## src/rtl/hwpe_ctrl_regfile_ff_mp_if.sv

```systemverilog
// Bus bundle for the multi-port flip-flop register file.
// The master side drives the read/write requests. The slave side is the register file itself.
interface hwpe_ctrl_regfile_ff_mp_if #(
    parameter int ADDR_WIDTH = 5,
    parameter int DATA_WIDTH = 32,
    parameter int N_RPORTS   = 2,
    parameter int N_WPORTS   = 2
) ();
    localparam int NUM_WORDS = 2**ADDR_WIDTH;
    localparam int NUM_BYTE  = DATA_WIDTH/8;

    logic [N_RPORTS-1:0]                          rd_en;
    logic [N_RPORTS-1:0][ADDR_WIDTH-1:0]          rd_addr;
    logic [N_RPORTS-1:0][DATA_WIDTH-1:0]          rd_data;
    logic [N_RPORTS-1:0]                          rd_valid;
    logic [N_WPORTS-1:0]                          wr_en;
    logic [N_WPORTS-1:0][ADDR_WIDTH-1:0]          wr_addr;
    logic [N_WPORTS-1:0][NUM_BYTE-1:0][7:0]       wr_data;
    logic [N_WPORTS-1:0][NUM_BYTE-1:0]            wr_be;
    logic                                         wr_collision;
    logic [NUM_WORDS-1:0][DATA_WIDTH-1:0]         mem_content;

    modport master (
        output rd_en, rd_addr, wr_en, wr_addr, wr_data, wr_be,
        input  rd_data, rd_valid, wr_collision, mem_content
    );

    modport slave (
        input  rd_en, rd_addr, wr_en, wr_addr, wr_data, wr_be,
        output rd_data, rd_valid, wr_collision, mem_content
    );
endinterface

```

## src/rtl/hwpe_ctrl_regfile_ff_mp.sv

```systemverilog
// Multi-port register file built from byte-wide flip-flops.
// It provides registered-address reads, per-byte write priority, and an optional write bypass.
module hwpe_ctrl_regfile_ff_mp #(
    parameter int ADDR_WIDTH = 5,
    parameter int DATA_WIDTH = 32,
    parameter int N_RPORTS   = 2,
    parameter int N_WPORTS   = 2,
    parameter int BYPASS     = 0
) (
    input  logic                      clk,
    input  logic                      rst_n,
    input  logic                      clear,
    hwpe_ctrl_regfile_ff_mp_if.slave  bus
);
    localparam int NUM_WORDS = 2**ADDR_WIDTH;
    localparam int NUM_BYTE  = DATA_WIDTH/8;

    logic [NUM_WORDS-1:0][NUM_BYTE-1:0][7:0] w_mem;
    logic [NUM_WORDS-1:0][NUM_BYTE-1:0][7:0] w_wdata;
    logic [NUM_WORDS-1:0][NUM_BYTE-1:0]      w_we;
    logic [NUM_WORDS*NUM_BYTE-1:0]           w_conflict;

    logic [N_RPORTS-1:0][ADDR_WIDTH-1:0]     r_raddr;
    logic [N_RPORTS-1:0]                     r_rvalid;
    logic                                    r_collision;
    logic [N_RPORTS-1:0][NUM_BYTE-1:0][7:0]  w_rdata;

    for (genvar w = 0; w < NUM_WORDS; w++) begin : g_word
        for (genvar b = 0; b < NUM_BYTE; b++) begin : g_byte
            logic [N_WPORTS-1:0] w_hit;
            logic [7:0]          w_bdata;
            logic [7:0]          r_byte;

            for (genvar p = 0; p < N_WPORTS; p++) begin : g_port
                assign w_hit[p] = bus.wr_en[p]
                                  && (bus.wr_addr[p] == ADDR_WIDTH'(w))
                                  && bus.wr_be[p][b];
            end

            // Scan from the highest port downwards so the lowest-indexed hit is the one that remains.
            always_comb begin
                w_bdata = '0;
                for (int p = N_WPORTS-1; p >= 0; p--) begin
                    if (w_hit[p]) begin
                        w_bdata = bus.wr_data[p][b];
                    end
                end
            end

            always_ff @(posedge clk or negedge rst_n) begin
                if (!rst_n) begin
                    r_byte <= '0;
                end else if (clear) begin
                    r_byte <= '0;
                end else if (|w_hit) begin
                    r_byte <= w_bdata;
                end
            end

            assign w_we[w][b]    = |w_hit;
            assign w_wdata[w][b] = w_bdata;
            assign w_mem[w][b]   = r_byte;
            // More than one bit set in the hit vector means two or more ports hit the same byte.
            assign w_conflict[w*NUM_BYTE+b] = |(w_hit & (w_hit - N_WPORTS'(1)));
        end
    end

    always_ff @(posedge clk or negedge rst_n) begin
        if (!rst_n) begin
            r_raddr     <= '0;
            r_rvalid    <= '0;
            r_collision <= 1'b0;
        end else if (clear) begin
            r_raddr     <= '0;
            r_rvalid    <= '0;
            r_collision <= 1'b0;
        end else begin
            r_rvalid    <= bus.rd_en;
            r_collision <= |w_conflict;
            for (int r = 0; r < N_RPORTS; r++) begin
                if (bus.rd_en[r]) begin
                    r_raddr[r] <= bus.rd_addr[r];
                end
            end
        end
    end

    // Read data follows the registered address continuously. Bypass swaps in the bytes being written this cycle.
    always_comb begin
        w_rdata = '0;
        for (int r = 0; r < N_RPORTS; r++) begin
            for (int b = 0; b < NUM_BYTE; b++) begin
                if ((BYPASS != 0) && w_we[r_raddr[r]][b]) begin
                    w_rdata[r][b] = w_wdata[r_raddr[r]][b];
                end else begin
                    w_rdata[r][b] = w_mem[r_raddr[r]][b];
                end
            end
        end
    end

    assign bus.rd_data      = w_rdata;
    assign bus.rd_valid     = r_rvalid;
    assign bus.wr_collision = r_collision;
    assign bus.mem_content  = w_mem;

endmodule

```

## src/flat_wrapper.sv

```systemverilog
// flat-port wrapper written by rule: the top's interface ports become plain ports
module hwpe_ctrl_regfile_ff_mp_flat 
#(
    parameter int ADDR_WIDTH = 5,
    parameter int DATA_WIDTH = 32,
    parameter int N_RPORTS   = 2,
    parameter int N_WPORTS   = 2,
    parameter int BYPASS     = 0
)
  (clk, rst_n, clear, bus_rd_en, bus_rd_addr, bus_wr_en, bus_wr_addr, bus_wr_data, bus_wr_be, bus_rd_data, bus_rd_valid, bus_wr_collision, bus_mem_content);
  hwpe_ctrl_regfile_ff_mp_if #(.ADDR_WIDTH(ADDR_WIDTH), .DATA_WIDTH(DATA_WIDTH), .N_RPORTS(N_RPORTS), .N_WPORTS(N_WPORTS)) bus_i ();
  input  logic clk;
  input  logic rst_n;
  input  logic clear;
  input wire logic [$bits(bus_i.rd_en)-1:0] bus_rd_en;
  input wire logic [$bits(bus_i.rd_addr)-1:0] bus_rd_addr;
  input wire logic [$bits(bus_i.wr_en)-1:0] bus_wr_en;
  input wire logic [$bits(bus_i.wr_addr)-1:0] bus_wr_addr;
  input wire logic [$bits(bus_i.wr_data)-1:0] bus_wr_data;
  input wire logic [$bits(bus_i.wr_be)-1:0] bus_wr_be;
  output wire logic [$bits(bus_i.rd_data)-1:0] bus_rd_data;
  output wire logic [$bits(bus_i.rd_valid)-1:0] bus_rd_valid;
  output wire logic [$bits(bus_i.wr_collision)-1:0] bus_wr_collision;
  output wire logic [$bits(bus_i.mem_content)-1:0] bus_mem_content;
  assign bus_i.rd_en = bus_rd_en;
  assign bus_i.rd_addr = bus_rd_addr;
  assign bus_i.wr_en = bus_wr_en;
  assign bus_i.wr_addr = bus_wr_addr;
  assign bus_i.wr_data = bus_wr_data;
  assign bus_i.wr_be = bus_wr_be;
  assign bus_rd_data = bus_i.rd_data;
  assign bus_rd_valid = bus_i.rd_valid;
  assign bus_wr_collision = bus_i.wr_collision;
  assign bus_mem_content = bus_i.mem_content;
  hwpe_ctrl_regfile_ff_mp #(.ADDR_WIDTH(ADDR_WIDTH), .DATA_WIDTH(DATA_WIDTH), .N_RPORTS(N_RPORTS), .N_WPORTS(N_WPORTS), .BYPASS(BYPASS)) u_core (.clk(clk), .rst_n(rst_n), .clear(clear), .bus(bus_i));
endmodule
```

## config.mk

```make
export PLATFORM = sky130hd
export DESIGN_NAME = hwpe_ctrl_regfile_ff_mp_flat
export DESIGN_NICKNAME = d
export VERILOG_FILES = /design/src/rtl/hwpe_ctrl_regfile_ff_mp_if.sv /design/src/rtl/hwpe_ctrl_regfile_ff_mp.sv /design/src/flat_wrapper.sv
export SDC_FILE = /design/constraint.sdc
export NUM_CORES = 2
export LEC_CHECK = 0
export ABC_AREA = 1
export CORE_AREA = 2 2 458 460
export DETAILED_ROUTE_END_ITERATION = 8
export DIE_AREA = 0 0 460 462
export PLACE_DENSITY = 0.64
export SYNTH_ARGS = -nofsm -noshare
export SYNTH_HDL_FRONTEND = slang
export SYNTH_SLANG_ARGS = --single-unit
```

## constraint.sdc

```tcl
create_clock -name clk -period 4.5 [get_ports clk]
set_clock_uncertainty 0.15 [all_clocks]
set_input_delay 0.9 -clock clk [delete_from_list [all_inputs] [get_ports clk]]
set_output_delay 0.9 -clock clk [all_outputs]
set_load 0.1 [all_outputs]
```

After elaboration in Yosys (flattened, before gate mapping)
Index checks and enable logic that the tools add are counted. Widths: inputs -> output; s select.

Add/sub/neg operators: 128. Order comparisons: 2. Eq/ne operators: 62. Multiplexer cells: 521. Bitwise gates (word level): 128. Reductions and logical operators: 581.

Operators with widths (count): $mux 8 (512); $bmux 32 s5 (2); $logic_and 1x1->1 (320); $reduce_bool 2->1 (130); $and 2x2->2 (128); $reduce_or 2->1 (128); $reduce_or 256->1 (1); $sub 2x1->2 const B (128); $eq 5x5->1 const B (32); $eq 5x4->1 const B (16); $mux 32 (2); $eq 5x3->1 const B (8); $eq 5x2->1 const B (4); $lt 5x6->1 const B (2); $eq 5x1->1 const B (2); $logic_not 5->1 (2); $mux 10 (1); $mux 5 (2); $mux 2 (1); $mux 1 (1).

Register bits after elaboration: 1037. Output and inout port bits: 1091. Word-level logic and storage cells: 1554.

Longest topological paths before layout
Depth after elaboration: 7. Depth in mapped cells: 13. Depth with buffers taken out: 13.

Worst setup path after synthesis
No wires, ideal clock.

Path kind: reg2out. Start: register u_core.g_word[14].g_byte[3].r_byte[2]. End: output port bus_rd_data[58]. Data arrival time: 3223 ps. Required time: 3450 ps. Setup slack: 227 ps. Stages on the path, launching flop included: 9. Path buffers: 0. Cells stage by stage: dfrtp_1 inv_1 a21oi_1 o21ai_0 o21ai_0 nor2_1 nor2_1 o21ai_0 a32oi_1.

Cells in the longest elaborated chain, start to end: 2.

Ends and longest elaborated chain: start: declaration (RTL line hwpe_ctrl_regfile_ff_mp.sv:32) `logic [7:0] r_byte;`; start signal: assignment (RTL line hwpe_ctrl_regfile_ff_mp.sv:56) `r_byte <= w_bdata;`; $bmux 32 s5 (RTL line hwpe_ctrl_regfile_ff_mp.sv:96) `w_rdata[r][b] = w_mem[r_raddr[r]][b];`; $mux 32; end: declaration (RTL line flat_wrapper.sv:21) `output wire logic [$bits(bus_i.rd_data)-1:0] bus_rd_data;`.

No other way between the ends. The select of a mux whose other input is x is not followed.

Final worst setup path
Start: register u_core.r_raddr[0] (netlist name). End: output port bus_rd_data[0].

Cells in the longest elaborated chain, start to end: 2.

Ends and longest elaborated chain: start: declaration (RTL line hwpe_ctrl_regfile_ff_mp.sv:23) `logic [N_RPORTS-1:0][ADDR_WIDTH-1:0] r_raddr;`; start signal: indexed assignment (RTL line hwpe_ctrl_regfile_ff_mp.sv:82) `r_raddr[r] <= bus.rd_addr[r];`; $bmux 32 s5 (RTL line hwpe_ctrl_regfile_ff_mp.sv:96); $mux 32 (implied by the code) (RTL line hwpe_ctrl_regfile_ff_mp.sv:96).

No other way between the ends. The select of a mux whose other input is x is not followed.

==> results.md <==
- Async SR Flop Fraction: 100.0%
- DP HPWL: 353.5 mm
- Tmin final: 4.578 ns
- Post-synth cell types: 25
- Chip Height: 462 um
- FF-to-FF path depth: 3
- DRT Wirelength: 501.3 mm
- Startpoint types: register
- Synth top cells by count: o21ai_0, dfrtp_1, nand2_1, nor2_1, inv_1
- PnR worst setup slack: -0.07793 ns
- Simple-gate share of the synthesized area: 12.23%
- Leakage: 0.03532 uW
- Psw: 9842 uW
- Slew margin rel.: -5.899%
- Final setup vio count: 17
- Switch share: 35.75%
- Drt pass-1 iters: 8
- Number of global-route vias before repair: 82,229
- Combinational fraction of design power: 23.6%
- Cell Count, Final, Fillers Out: 13,985
- Synth top area cells: dfrtp_1, o21ai_0, nand2_1, nor2_1, a21oi_1
- RSZ-0062 raised after global routing: true
- First-pass GRT wire length: 680.4 mm
- CTS tree: done
- Number of synthesized register bits: 1,037
- IO Count: 1,190
- Internal cell power: 17,690 uW
- Die width: 460 um
- Post-route clock period utilization: 101.7%
- Post-DR vias/cell: 6.576
- Fin. Hold Viols: 0
- Top-count cell post-synth: o21ai_0
- Top FF cell, synth: dfrtp_1
- HP Class: in2async
- Multiplexer area fraction after synthesis: 0%
- Vias post-DR: 91,966
- VDD IR-drop max: 0.4448 mV
- Total power: 27,530 uW
- WL/cell: 35.84 um
- Synth top area share: 37.47%
- Layout cells sized above 1: 9.498%
- Clk sinks: 1,037
- Worst-path clk slew: 0.06 ns
- Clk network pwr share: 41.3%
- Area grow syn2layout: 33.42%
- Status: complete, but fails checks
- Register area: 25,980 um^2
- Total CTS buffers: 133
- Seq/Total Area, Yosys: 37.47%
- Synthesized instance count: 10,158
- Fin Setup TNS: -0.6378 ns
- # hold bufs at CTS: 0
- Antenna-violating nets left: 0
- Multi-input logic area: 37,170 um^2
- Syn_area_per_cell: 6.817 um^2
- Grt ovf: 0
- Max-slew violation count: 9
- Nets: 11,245
- Finished Core Util: 44.40%
- Critical Path RT: 3.45 ns
- Layout fillers: 21,238
- Max_cap viols: 1
- # rows: 168
- Synth Area in Compound Gates: 40.76%
- Port Buffers: 1,189
- Post-synthesis cell area: 69,250 um^2
- Critical path capture point type: primary output
- Fmax: 218.4 MHz
- Max FO, Critical Path: 26
- Cell Pwr Density: 298.0 nW/um^2
- Flop pwr share: 35.1%
- Failing checks: capacitance limit, slew limit, setup timing
- Clock Latency Late Sink: 0.82 ns
- CP Data Arrival Time: 3.53 ns
- Pin count of the biggest net entering global routing: 103
- Post-Synth Adder-Cell Area: 0%
- Gp weighted congestion: 1.082
- Root Buffer: clkbuf_16
- Worst-Margin Slew: 1.576 ns
- DP Cell Count: 13,690
- H-tree levels: 4
- Tot GR Track Use: 45.11%
- DR iter-0 viols: 15,992
- XOR/XNOR Fraction of Synth Area: 0%
- Critical setup path kind: reg2out
- Initial Utilization: 33.28%
- YS warnings: 0
- Synthesized Nets: 10,257
- Post-synth EDFFs: 0
- Initial antenna violation count: 33
- Synth area leader: dfrtp_1
- Combinational family with the most area after synthesis: compound AO/OA/AOI/OAI gates
- Die ar.: 212,500 um^2
- Detailed-route DRC error count: 0
- Longest Clk Path Bufs: 3
- Core Region: 208,100 um^2
-- metrics by stage --
stage                     instance area, um^2  hold slack (ns)  setup WS (ns)
after global routing                    92350          0.04218       -0.07421
after floorplan                         69250           0.4544         0.2267
after CTS                               91860          0.01043      -0.001689
after detailed placement                86490           0.3716        0.02209
after global placement                  86470           0.3649       -0.09733
final                                   92390          0.04032       -0.07793
-- placed cells by master, fill, tap and decap left out, types with 12 or more instances in the layout --
master	synthesis	layout
dfrtp_1	1037	1027
o21ai_0	3647	3616
a211oi_1	24	24
buf_2	75	33
o22ai_1	457	456
diode_2	0	21
inv_2	27	53
o21ai_1	20	47
nor2_1	897	897
buf_6	0	17
o211ai_1	244	244
buf_16	0	13
a21oi_1	608	602
clkinv_2	0	14
buf_4	2	484
clkbuf_16	0	144
nand2_1	934	933
o221ai_1	86	81
nand3_2	0	12
a31oi_1	72	61
clkbuf_1	788	28
inv_1	792	756
nor3_1	86	83
buf_12	0	142
nand3_1	215	203
clkdlybuf4s50_1	0	1053
a32oi_2	0	24
a32oi_1	51	23
clkbuf_8	0	29
o32ai_1	32	32
-- routing by layer --
layer	vias to the layer above	global-route usage, %	share of wire (%)
li1	37871	-	-
met5	-	0	0.073
met3	1816	15.37	14
met4	38	32.56	9.1
met1	44007	56.19	36
met2	8234	64.77	41
-- registers in the layout, summed over array words and instances, names as in the netlist --
signal and flops:
u_core.r_raddr 10, u_core.g_word.g_byte.r_byte 1024, u_core.bus.wr_collision 1, u_core.bus.rd_valid 2
-- worst max-delay path, stage by stage (launching register included) --
cell and delay [ns]:
dfrtp_4 0.54, buf_12 0.17, inv_16 0.19, buf_16 0.25, buf_4 0.23, o21ai_0 0.11, a21oi_1 0.15, o21ai_0 0.14
a31oi_2 0.36, a21oi_1 0.14, buf_4 0.17, buf_12 0.16
-- cells by family after synthesis --
family | count (synthesis)
AO/OA/AOI/OAI | 5245
buffers and inverters | 1732
flip-flops | 1037
AND/OR/NAND/NOR | 2144
-- power groups by stage --
| stage | Clock [uW] | Sequential, uW | Combinational [uW] |
|---|---|---|---|
| CTS | 11300 | 9650 | 6220 |
| detailed placement | 0 | 9810 | 6040 |
| floorplan | 0 | 10400 | 2570 |
| global placement | 0 | 9820 | 6010 |
| global route | 11700 | 9660 | 6630 |
| finish | 11400 | 9670 | 6510 |
-- cell type report --
| class | instances | area share, % |
|---|---|---|
| repair buffers | 1755 | 19.54 |
| clock inverters | 36 | 0.5078 |
| clock buffers | 197 | 4.338 |
| flip-flops and latches | 1037 | 28.12 |
| inverters | 823 | 3.434 |
| multi-input cells | 7389 | 40.23 |
| diodes | 21 | 0.05688 |
| well taps | 2720 | 3.683 |
| repair inverters | 7 | 0.08938 |
-- worst paths after layout --
path,from,slack [ns],endpoint
hold reg to reg,u_core.g_word[13].g_byte[2].r_byte[2],0.39,u_core.g_word[13].g_byte[2].r_byte[2]
hold / removal,rst_n,0.04,u_core.g_word[14].g_byte[1].r_byte[7]
min in group clk,u_core.g_word[13].g_byte[2].r_byte[2],0.39,u_core.g_word[13].g_byte[2].r_byte[2]
setup / recovery,u_core.r_raddr[0],-0.08,bus_rd_data[0]
max in group asynchronous,rst_n,3.00,u_core.g_word[20].g_byte[2].r_byte[1]
setup reg to reg,u_core.r_raddr[2],2.64,u_core.r_raddr[2]
-- repair_timing --
item | in CTS | in global routing
resized for setup | 86 | 77
pin swaps | 9 | 21
setup endpoints to repair | 64 | 47
buffers inserted | 19 | 5
cloned | 12 | 4
(Power assumes the default switching activity.)
